==> config.mk <==
export PLATFORM = sky130hd
export DESIGN_NAME = red_pitaya_decimator_block
export DESIGN_NICKNAME = d
export VERILOG_FILES = /design/src/rtl/red_pitaya_decimator_block_pkg.sv /design/src/rtl/red_pitaya_decimator_block_minmax_tracker.sv /design/src/rtl/red_pitaya_decimator_block.sv
export SDC_FILE = /design/constraint.sdc
export NUM_CORES = 1
export LEC_CHECK = 0
export BUFFER_PORTS_ARGS = -buffer_cell sky130_fd_sc_hd__buf_2
export CAP_MARGIN = 10
export CORE_MARGIN = 2
export CORE_UTILIZATION = 40
export CTS_CLUSTER_DIAMETER = 80
export DETAILED_ROUTE_END_ITERATION = 10
export MAX_ROUTING_LAYER = met4
export PLACE_DENSITY = 0.66
export RECOVER_POWER = 50
export REMOVE_ABC_BUFFERS = 1
export SYNTH_ARGS = -nofsm -noshare
export SYNTH_HDL_FRONTEND = slang
export SYNTH_SLANG_ARGS = --single-unit
==> constraint.sdc <==
create_clock -name clk_i -period 6.19 [get_ports clk_i]
set_input_delay 0.619 -clock clk_i [delete_from_list [all_inputs] [get_ports clk_i]]
set_output_delay 0.619 -clock clk_i [all_outputs]
set_load 0.02 [all_outputs]
==> src/rtl/red_pitaya_decimator_block_pkg.sv <==
// Shared definitions for the decimating boxcar averager.
//   - default sample width and largest log2 window length
//   - IDLE/ACCUM state encoding
//   - clamp helper for the requested log2 window length
package red_pitaya_decimator_block_pkg;

  localparam int DEF_SIGNALBITS = 14;
  localparam int DEF_LOG2MAX    = 10;

  typedef enum logic {
    ST_IDLE  = 1'b0,
    ST_ACCUM = 1'b1
  } state_t;

  // Requests above the supported maximum are clamped rather than wrapped.
  function automatic logic [3:0] clamp_log2(input logic [3:0] req,
                                            input logic [3:0] lim);
    return (req > lim) ? lim : req;
  endfunction

endpackage

==> src/rtl/red_pitaya_decimator_block_minmax_tracker.sv <==
// Running minimum/maximum of the samples in the current window.
//   clk_i, rstn_i : clock, asynchronous active-low reset
//   seed          : dat_i is sample 0 of a window (restarts the extremes)
//   update        : window is running; when low the stored extremes clear
//   dat_i         : signed sample of this cycle
//   min_o, max_o  : extremes of the window including this cycle's dat_i
//                   (combinational, so the caller can latch the final
//                   values on the completing cycle without a bubble)
module red_pitaya_minmax_tracker
  import red_pitaya_decimator_block_pkg::*;
#(
  parameter int W = DEF_SIGNALBITS
) (
  input  logic                clk_i,
  input  logic                rstn_i,
  input  logic                seed,
  input  logic                update,
  input  logic signed [W-1:0] dat_i,
  output logic signed [W-1:0] min_o,
  output logic signed [W-1:0] max_o
);

  logic signed [W-1:0] min_q;
  logic signed [W-1:0] max_q;

  always_comb begin
    min_o = min_q;
    max_o = max_q;
    if (seed) begin
      min_o = dat_i;
      max_o = dat_i;
    end else begin
      if (dat_i < min_q) min_o = dat_i;
      if (dat_i > max_q) max_o = dat_i;
    end
  end

  always_ff @(posedge clk_i or negedge rstn_i) begin
    if (!rstn_i) begin
      min_q <= '0;
      max_q <= '0;
    end else if (update) begin
      min_q <= min_o;
      max_q <= max_o;
    end else begin
      min_q <= '0;
      max_q <= '0;
    end
  end

endmodule

==> src/rtl/red_pitaya_decimator_block.sv <==
// Decimating boxcar averager behind the filter block. Accumulates windows
// of 2^d samples and emits mean (floored), minimum and maximum together
// with a one-cycle valid strobe, one cycle after the window's last sample.
//   clk_i, rstn_i  : clock, asynchronous active-low reset
//   enable_i       : run (1) / idle (0); idle discards the open window
//   sync_i         : restart the window on this sample
//   set_decimation : log2 window length, clamped to LOG2MAX, sampled at
//                    each window start only
//   dat_i          : signed input sample, one per cycle
//   dat_o          : signed window mean (arithmetic shift, floors to -inf)
//   min_o, max_o   : signed window extremes
//   valid_o        : one-cycle strobe, outputs update with it
//   state_o        : current FSM state
//
// Handshake: there is no back-pressure. A sample is consumed on every
// clk_i edge where enable_i is high; valid_o is a pure strobe, asserted
// for exactly one cycle per completed window, and the data outputs hold
// their value until the next strobe.
module red_pitaya_decimator_block
  import red_pitaya_decimator_block_pkg::*;
#(
  parameter int SIGNALBITS = DEF_SIGNALBITS,
  parameter int LOG2MAX    = DEF_LOG2MAX
) (
  input  logic                         clk_i,
  input  logic                         rstn_i,
  input  logic                         enable_i,
  input  logic                         sync_i,
  input  logic [3:0]                   set_decimation,
  input  logic signed [SIGNALBITS-1:0] dat_i,
  output logic signed [SIGNALBITS-1:0] dat_o,
  output logic signed [SIGNALBITS-1:0] min_o,
  output logic signed [SIGNALBITS-1:0] max_o,
  output logic                         valid_o,
  output state_t                       state_o
);

  localparam int         ACC_W = SIGNALBITS + LOG2MAX;
  localparam logic [3:0] D_MAX = 4'(LOG2MAX);

  state_t                    state;
  state_t                    state_next;
  logic [LOG2MAX-1:0]        cnt;
  logic [3:0]                d_active;
  logic signed [ACC_W-1:0]   acc;

  logic                      run;
  logic                      start;
  logic                      last;
  logic [3:0]                d_eff;
  logic [LOG2MAX-1:0]        cnt_eff;
  logic [LOG2MAX-1:0]        cnt_last;
  logic signed [ACC_W-1:0]   sum;
  logic signed [SIGNALBITS-1:0] trk_min;
  logic signed [SIGNALBITS-1:0] trk_max;

  // State register
  always_ff @(posedge clk_i or negedge rstn_i) begin
    if (!rstn_i) state <= ST_IDLE;
    else         state <= state_next;
  end

  // Next state: enable_i acts on the edge where it is sampled.
  always_comb begin
    state_next = enable_i ? ST_ACCUM : ST_IDLE;
  end

  // Datapath controls. The window seen on this edge is the one the sample
  // belongs to: a start (first enabled cycle, counter wrap or sync) resets
  // the count/accumulator view and picks up a fresh window length, so a
  // sync on the would-be last sample never produces a strobe.
  always_comb begin
    run      = (state_next == ST_ACCUM);
    start    = run && (sync_i || (state == ST_IDLE) || (cnt == '0));
    d_eff    = start ? clamp_log2(set_decimation, D_MAX) : d_active;
    cnt_eff  = start ? '0 : cnt;
    cnt_last = LOG2MAX'((1 << d_eff) - 1);
    last     = run && (cnt_eff == cnt_last);
    sum      = (start ? '0 : acc)
             + {{LOG2MAX{dat_i[SIGNALBITS-1]}}, dat_i};
  end

  assign state_o = state;

  red_pitaya_minmax_tracker #(
    .W (SIGNALBITS)
  ) u_minmax (
    .clk_i  (clk_i),
    .rstn_i (rstn_i),
    .seed   (start),
    .update (run),
    .dat_i  (dat_i),
    .min_o  (trk_min),
    .max_o  (trk_max)
  );

  always_ff @(posedge clk_i or negedge rstn_i) begin
    if (!rstn_i) begin
      cnt      <= '0;
      acc      <= '0;
      d_active <= '0;
      dat_o    <= '0;
      min_o    <= '0;
      max_o    <= '0;
      valid_o  <= 1'b0;
    end else if (!run) begin
      cnt     <= '0;
      acc     <= '0;
      valid_o <= 1'b0;
    end else begin
      if (start) d_active <= d_eff;
      valid_o <= last;
      if (last) begin
        cnt   <= '0;
        acc   <= '0;
        // Accumulator is wide enough for 2^LOG2MAX full-scale samples,
        // so the shifted mean always fits back into SIGNALBITS.
        dat_o <= SIGNALBITS'(sum >>> d_eff);
        min_o <= trk_min;
        max_o <= trk_max;
      end else begin
        cnt <= cnt_eff + 1'b1;
        acc <= sum;
      end
    end
  end

endmodule

Word-level counts from Yosys, hierarchy flattened. Index checks and enable logic that the tools add are counted.

Register bits after elaboration: 110. Input bits: 22. Output and inout bits: 44. Logic and storage cells: 43.

$add $sub $neg: 3. Magnitude comparators: 3. Equality and inequality tests: 1. Shift operators: 2. Multiplexer cells: 16. Bitwise operators: 1. Reduce and logical (&&, ||, !) cells: 7.

Operator list (count): two-way mux 14 bit (6); two-way mux 24 bit (3); two-way mux 10 bit (3); adder 24 bit (1); >>> shifter 24 x 4 -> 14 bit (1); greater-than comparator 14 bit (1); < comparator 14 bit (1); adder 10 x 1 -> 10 bit, second input constant (1); == test 10 bit (1); zero test 10 bit (1); << shifter 1 x 4 -> 10 bit, first input constant (1); subtractor 10 x 2 -> 10 bit, second input constant (1); two-way mux 4 bit (2); greater-than comparator 4 bit, second input constant (1); AND reduction 2 bit (2); logical AND 1 bit (2); logical OR 1 bit (2); two-way mux 1 bit (2); NOT 1 bit (1).

Logic depth before layout (Yosys ltp).
Word-level depth: 11. Depth in mapped cells: 19. Depth with buffers taken out: 14.

Hierarchy. From an unflattened synthesis, not the netlist that was laid out.

Cells, all modules: 959. Area, all modules: 8888.5 um^2.

Modules (own cells, without submodules): red_pitaya_decimator_block (times used 1, cells an instance 725, area an instance 6646.4 um^2, sequential area each 2052.0 um^2); red_pitaya_minmax_tracker (times used 1, cells an instance 234, area an instance 2242.2 um^2, sequential area each 700.7 um^2).

Worst setup path before layout. No wires, ideal clock.

Kind: input -> register. Start: in enable_i. End: reg dat_o[5]. Arrival time: 4480 ps. Slack: 1585 ps. Stages on the path: 17. Path buffers: 3. Cells stage by stage: buf_2 > nor4b_2 > nand3_1 > buf_2 > clkbuf_1 > and3_1 > ha_1 > fa_1 > a21o_1 > a311o_1 > a22o_1 > or3_1 > a32oi_1 > o211ai_1 > a222oi_1 > o21ai_0 > mux2_2.

Longest elaborated chain between the ends: 8. Elaborated cells between the ends (all ways): 12. Those cells by class: add/sub (2); eq/ne (1); shift (2); mux (4); reduce/logical (3).

RTL lines: from (decl) (RTL line red_pitaya_decimator_block.sv:27) `input logic enable_i,`; two-way mux 1 bit * (RTL line red_pitaya_decimator_block.sv:65) `state_next = enable_i ? ST_ACCUM : ST_IDLE;`; parallel branches: the longest is 7 deep, another holds adder 24 bit; to (signal assigned) (RTL line red_pitaya_decimator_block.sv:118) `dat_o <= SIGNALBITS'(sum >>> d_eff);`; to (decl) (RTL line red_pitaya_decimator_block.sv:31) `output logic signed [SIGNALBITS-1:0] dat_o,`.

Every way passes the cells marked *. A chain may end at the register's enable or synchronous reset.

Worst setup path after layout. Same ends and word-level chain as after synthesis.

==> impl_metrics.toml <==
[pwr]
switching_share = 0.377
p_leak_nw = 4.16
p_comb_frac = 0.353
seq_power_share = 0.366
peakVddDrop_v = 0.000139
internal_power_w = 0.00134
finalPower_w = 0.00216
p_sw_w = 0.000815
p_per_area_nw_per_um2 = 243
clkPwrFrac = 0.281

[floorplan]
core_um2 = 20000
rows = 52
die_area_um2 = 21400
io_pins = 66
die_w_um = 146
start_util = 0.404
die_y_um = 146

[clock_network]
clk_pin_slew_ns = 0.08
cts_buffers = 9
cts.sinks = 110
root_buffer = "clkbuf_16"
cts_setup_buffers = 0
cts_max_path_buffers = 2
htreeDepth = 3
cts_tree = "done"
clk_latency_ns = 0.37
postCtsHoldBufs = 0
cts_resized = 0

[placed_design]
place.gp.congestion = 0.926
dpl.hpwl_um = 15100
io_buffers = 65
place_area_um2 = 8660

[finish]
stdcell_area_um2 = 8900
fin_nets = 999
final_cell_mix = "110 x dfrtp_1, 90 x mux2i_1, 71 x inv_1, 53 x nand2_1, 52 x ha_1"
diodes = 0
finish.utilization = 0.444
drive_above_1_share = 0.0775
final_common_cell = "dfrtp_1"
areaGrowthSynthToFinish_pct = 10.1

[critical_path]
required_ns = 6.44
path_cells = "clkbuf_1 > nor4b_2 > nand3_1 > buf_4 > a21o_1 > a22oi_1 > nand2_1 > ha_1 > inv_1 > xnor2_1 > a211oi_1 > mux2i_1 > and4_1 > o211ai_1 > a2111oi_4 > buf_12 > mux2_2"
critical_path.top_delay_family = "buffers and inverters"
reg2reg_from = "cnt[4]"
startpoint = "enable_i"
rr_endpoint = "dat_o[5]"
crit_path_top_delay_cell = "a22oi_1"
worstPathBufferInverterCount = 4
r2r_cells = 16
endpoint = "dat_o[5]"
critPathArrivalTime_ns = 5.72
crit_path_start_kind = "input port"
cp_num_cells = 17
worstSetupEndpointType = "register"
r2r_slack_ns = 0.86
cpPeakStageDelay_ns = 0.52
path_max_fanout = 77
crit_type = "input port to register"

[sta]
rsz0062_at_grt = "false"
max_slew_margin = -0.705
finalSetupViolations = 0
final_max_slew_viol_count = 113
post-route-period-util = 0.883
hold_viol_final = 0
maxClockFrequency_mhz = 183
finalCriticalPeriod_ns = 5.47
fin_worst_skew_ns = 0.0119
tightest_slew_ns = 2.56

[yosys]
synth_top_family_by_area = "simple AND/OR/NAND/NOR gates"
ys.flop_type = "dfrtp_1"
synth_xor_area_frac = 0.0292
synthDistinctLibCells = 70
synthArstFlopShare = 1.00
avgSynthCellArea_um2 = 9.18
synth_edf_count = 0
yosysSeqAreaShare = 0.340
synth-adder-area-share = 0.0829
synth.mux.area_fraction = 0.130
ys.warnings.count = 0
synthSimpleGateAreaFrac = 0.182
ys_ff_latch = 110
syn_inst = 881
synth_compound_area_frac = 0.177
syn_area_um2 = 8090

[flow_run]
cap_violations = 2

[grt]
grt_use_total = 0.206
grt_pass1_vias = 6651
antenna_found_initial = 0
overflow = 0
grt_max_degree = 78
grt_pass1_wl_um = 35100

[route]
drt_iter0_drc = 465
routed_wl_um = 20900
vias_per_cell = 5.69
dr.pass1.iters = 5
drc = 0
drt-wirelength-per-cell_um = 17.5
via_count = 6824
ant_nets = 0

[hold_path]
hold_class = "register to register"
min_path_cells = 1

[run_status]
failed_checks = "capacitance limit, slew limit"
status = "finished, violations left"
[Yosys cell counts (13+ instances only)]
library cell | n | area share
dfrtp_1 | 110 | 0.34
mux2i_1 | 90 | 0.11
inv_1 | 71 | 0.033
nand2_1 | 53 | 0.025
ha_1 | 52 | 0.080
a21oi_1 | 49 | 0.030
nor2_1 | 37 | 0.017
nor2b_1 | 31 | 0.024
and3_1 | 29 | 0.022
o21ai_0 | 28 | 0.017
clkbuf_1 | 24 | 0.011
nand3_1 | 21 | 0.013
o211ai_1 | 21 | 0.019
xnor2_1 | 19 | 0.021
a21o_1 | 18 | 0.017
and3b_1 | 17 | 0.018
nor3_1 | 16 | 0.0099
mux2_2 | 13 | 0.018
[worst min path at each step]
stage	start	to	slack, ns
2_1_floorplan	rstn_i	acc[0]	0.32
3_3_place_gp	dat_o[13]	dat_o[13]	0.49
3_5_place_dp	dat_o[12]	dat_o[12]	0.49
4_1_cts	rstn_i	min_o[2]	0.27
5_1_grt	dat_o[13]	dat_o[13]	0.54
6_report	dat_o[13]	dat_o[13]	0.52
[cell families (layout without fill, tap and decap cells)]
kind of cell | after synthesis | count (layout)
muxes | 103 | 103
buffers and inverters | 118 | 166
and+or+nand+nor | 265 | 265
adders and majority gates | 53 | 53
DFF | 110 | 110
AOI/OAI and AO/OA | 205 | 205
xor gates and xnor gates | 27 | 27
[power groups by stage]
stage                     clock, W  combinational [W]  sequential (W)
after floorplan                  0           0.000523        0.000810
after global placement           0           0.000747        0.000804
after detailed placement         0           0.000752        0.000804
after CTS                 0.000622           0.000756        0.000790
after global routing      0.000653           0.000842        0.000796
final                     0.000607           0.000762        0.000790
[metal layers]
metal	up-vias	global-route usage	wire (um)
met5	-	-	0
met4	0	0.0553	349
met3	27	0.0278	1010
met2	171	0.306	9100
met1	3313	0.295	10500
li1	3313	-	-
[metrics by stage]
stage | TNS [ns] | hold slack, ns | instances | worst slack [ns]
detailed placement | 0 | 0.490 | 1183 | 0.680
finish | 0 | 0.516 | 1199 | 0.722
CTS | 0 | 0.271 | 1199 | 0.878
floorplan | -10.98 | 0.323 | 837 | -0.279
global route | 0 | 0.538 | 1199 | 0.318
global placement | 0 | 0.493 | 1183 | 0.746
[state kept, by name (all words and copies together) (netlist names)]
name / flops
cnt: 10
valid_o: 1
state_o: 1
max_o: 14
u_minmax.min_q: 14
min_o: 14
acc: 24
dat_o: 14
d_active: 4
u_minmax.max_q: 14
[final cells by class]
type	count	area, um2
clock buffer	10	239
clock inverter	6	62.6
fill	2042	11100
inverter	74	278
multi-input combinational	653	4870
sequential	110	2750
tap	270	338
timing repair buffer	76	360
(Power assumes the default switching activity.)
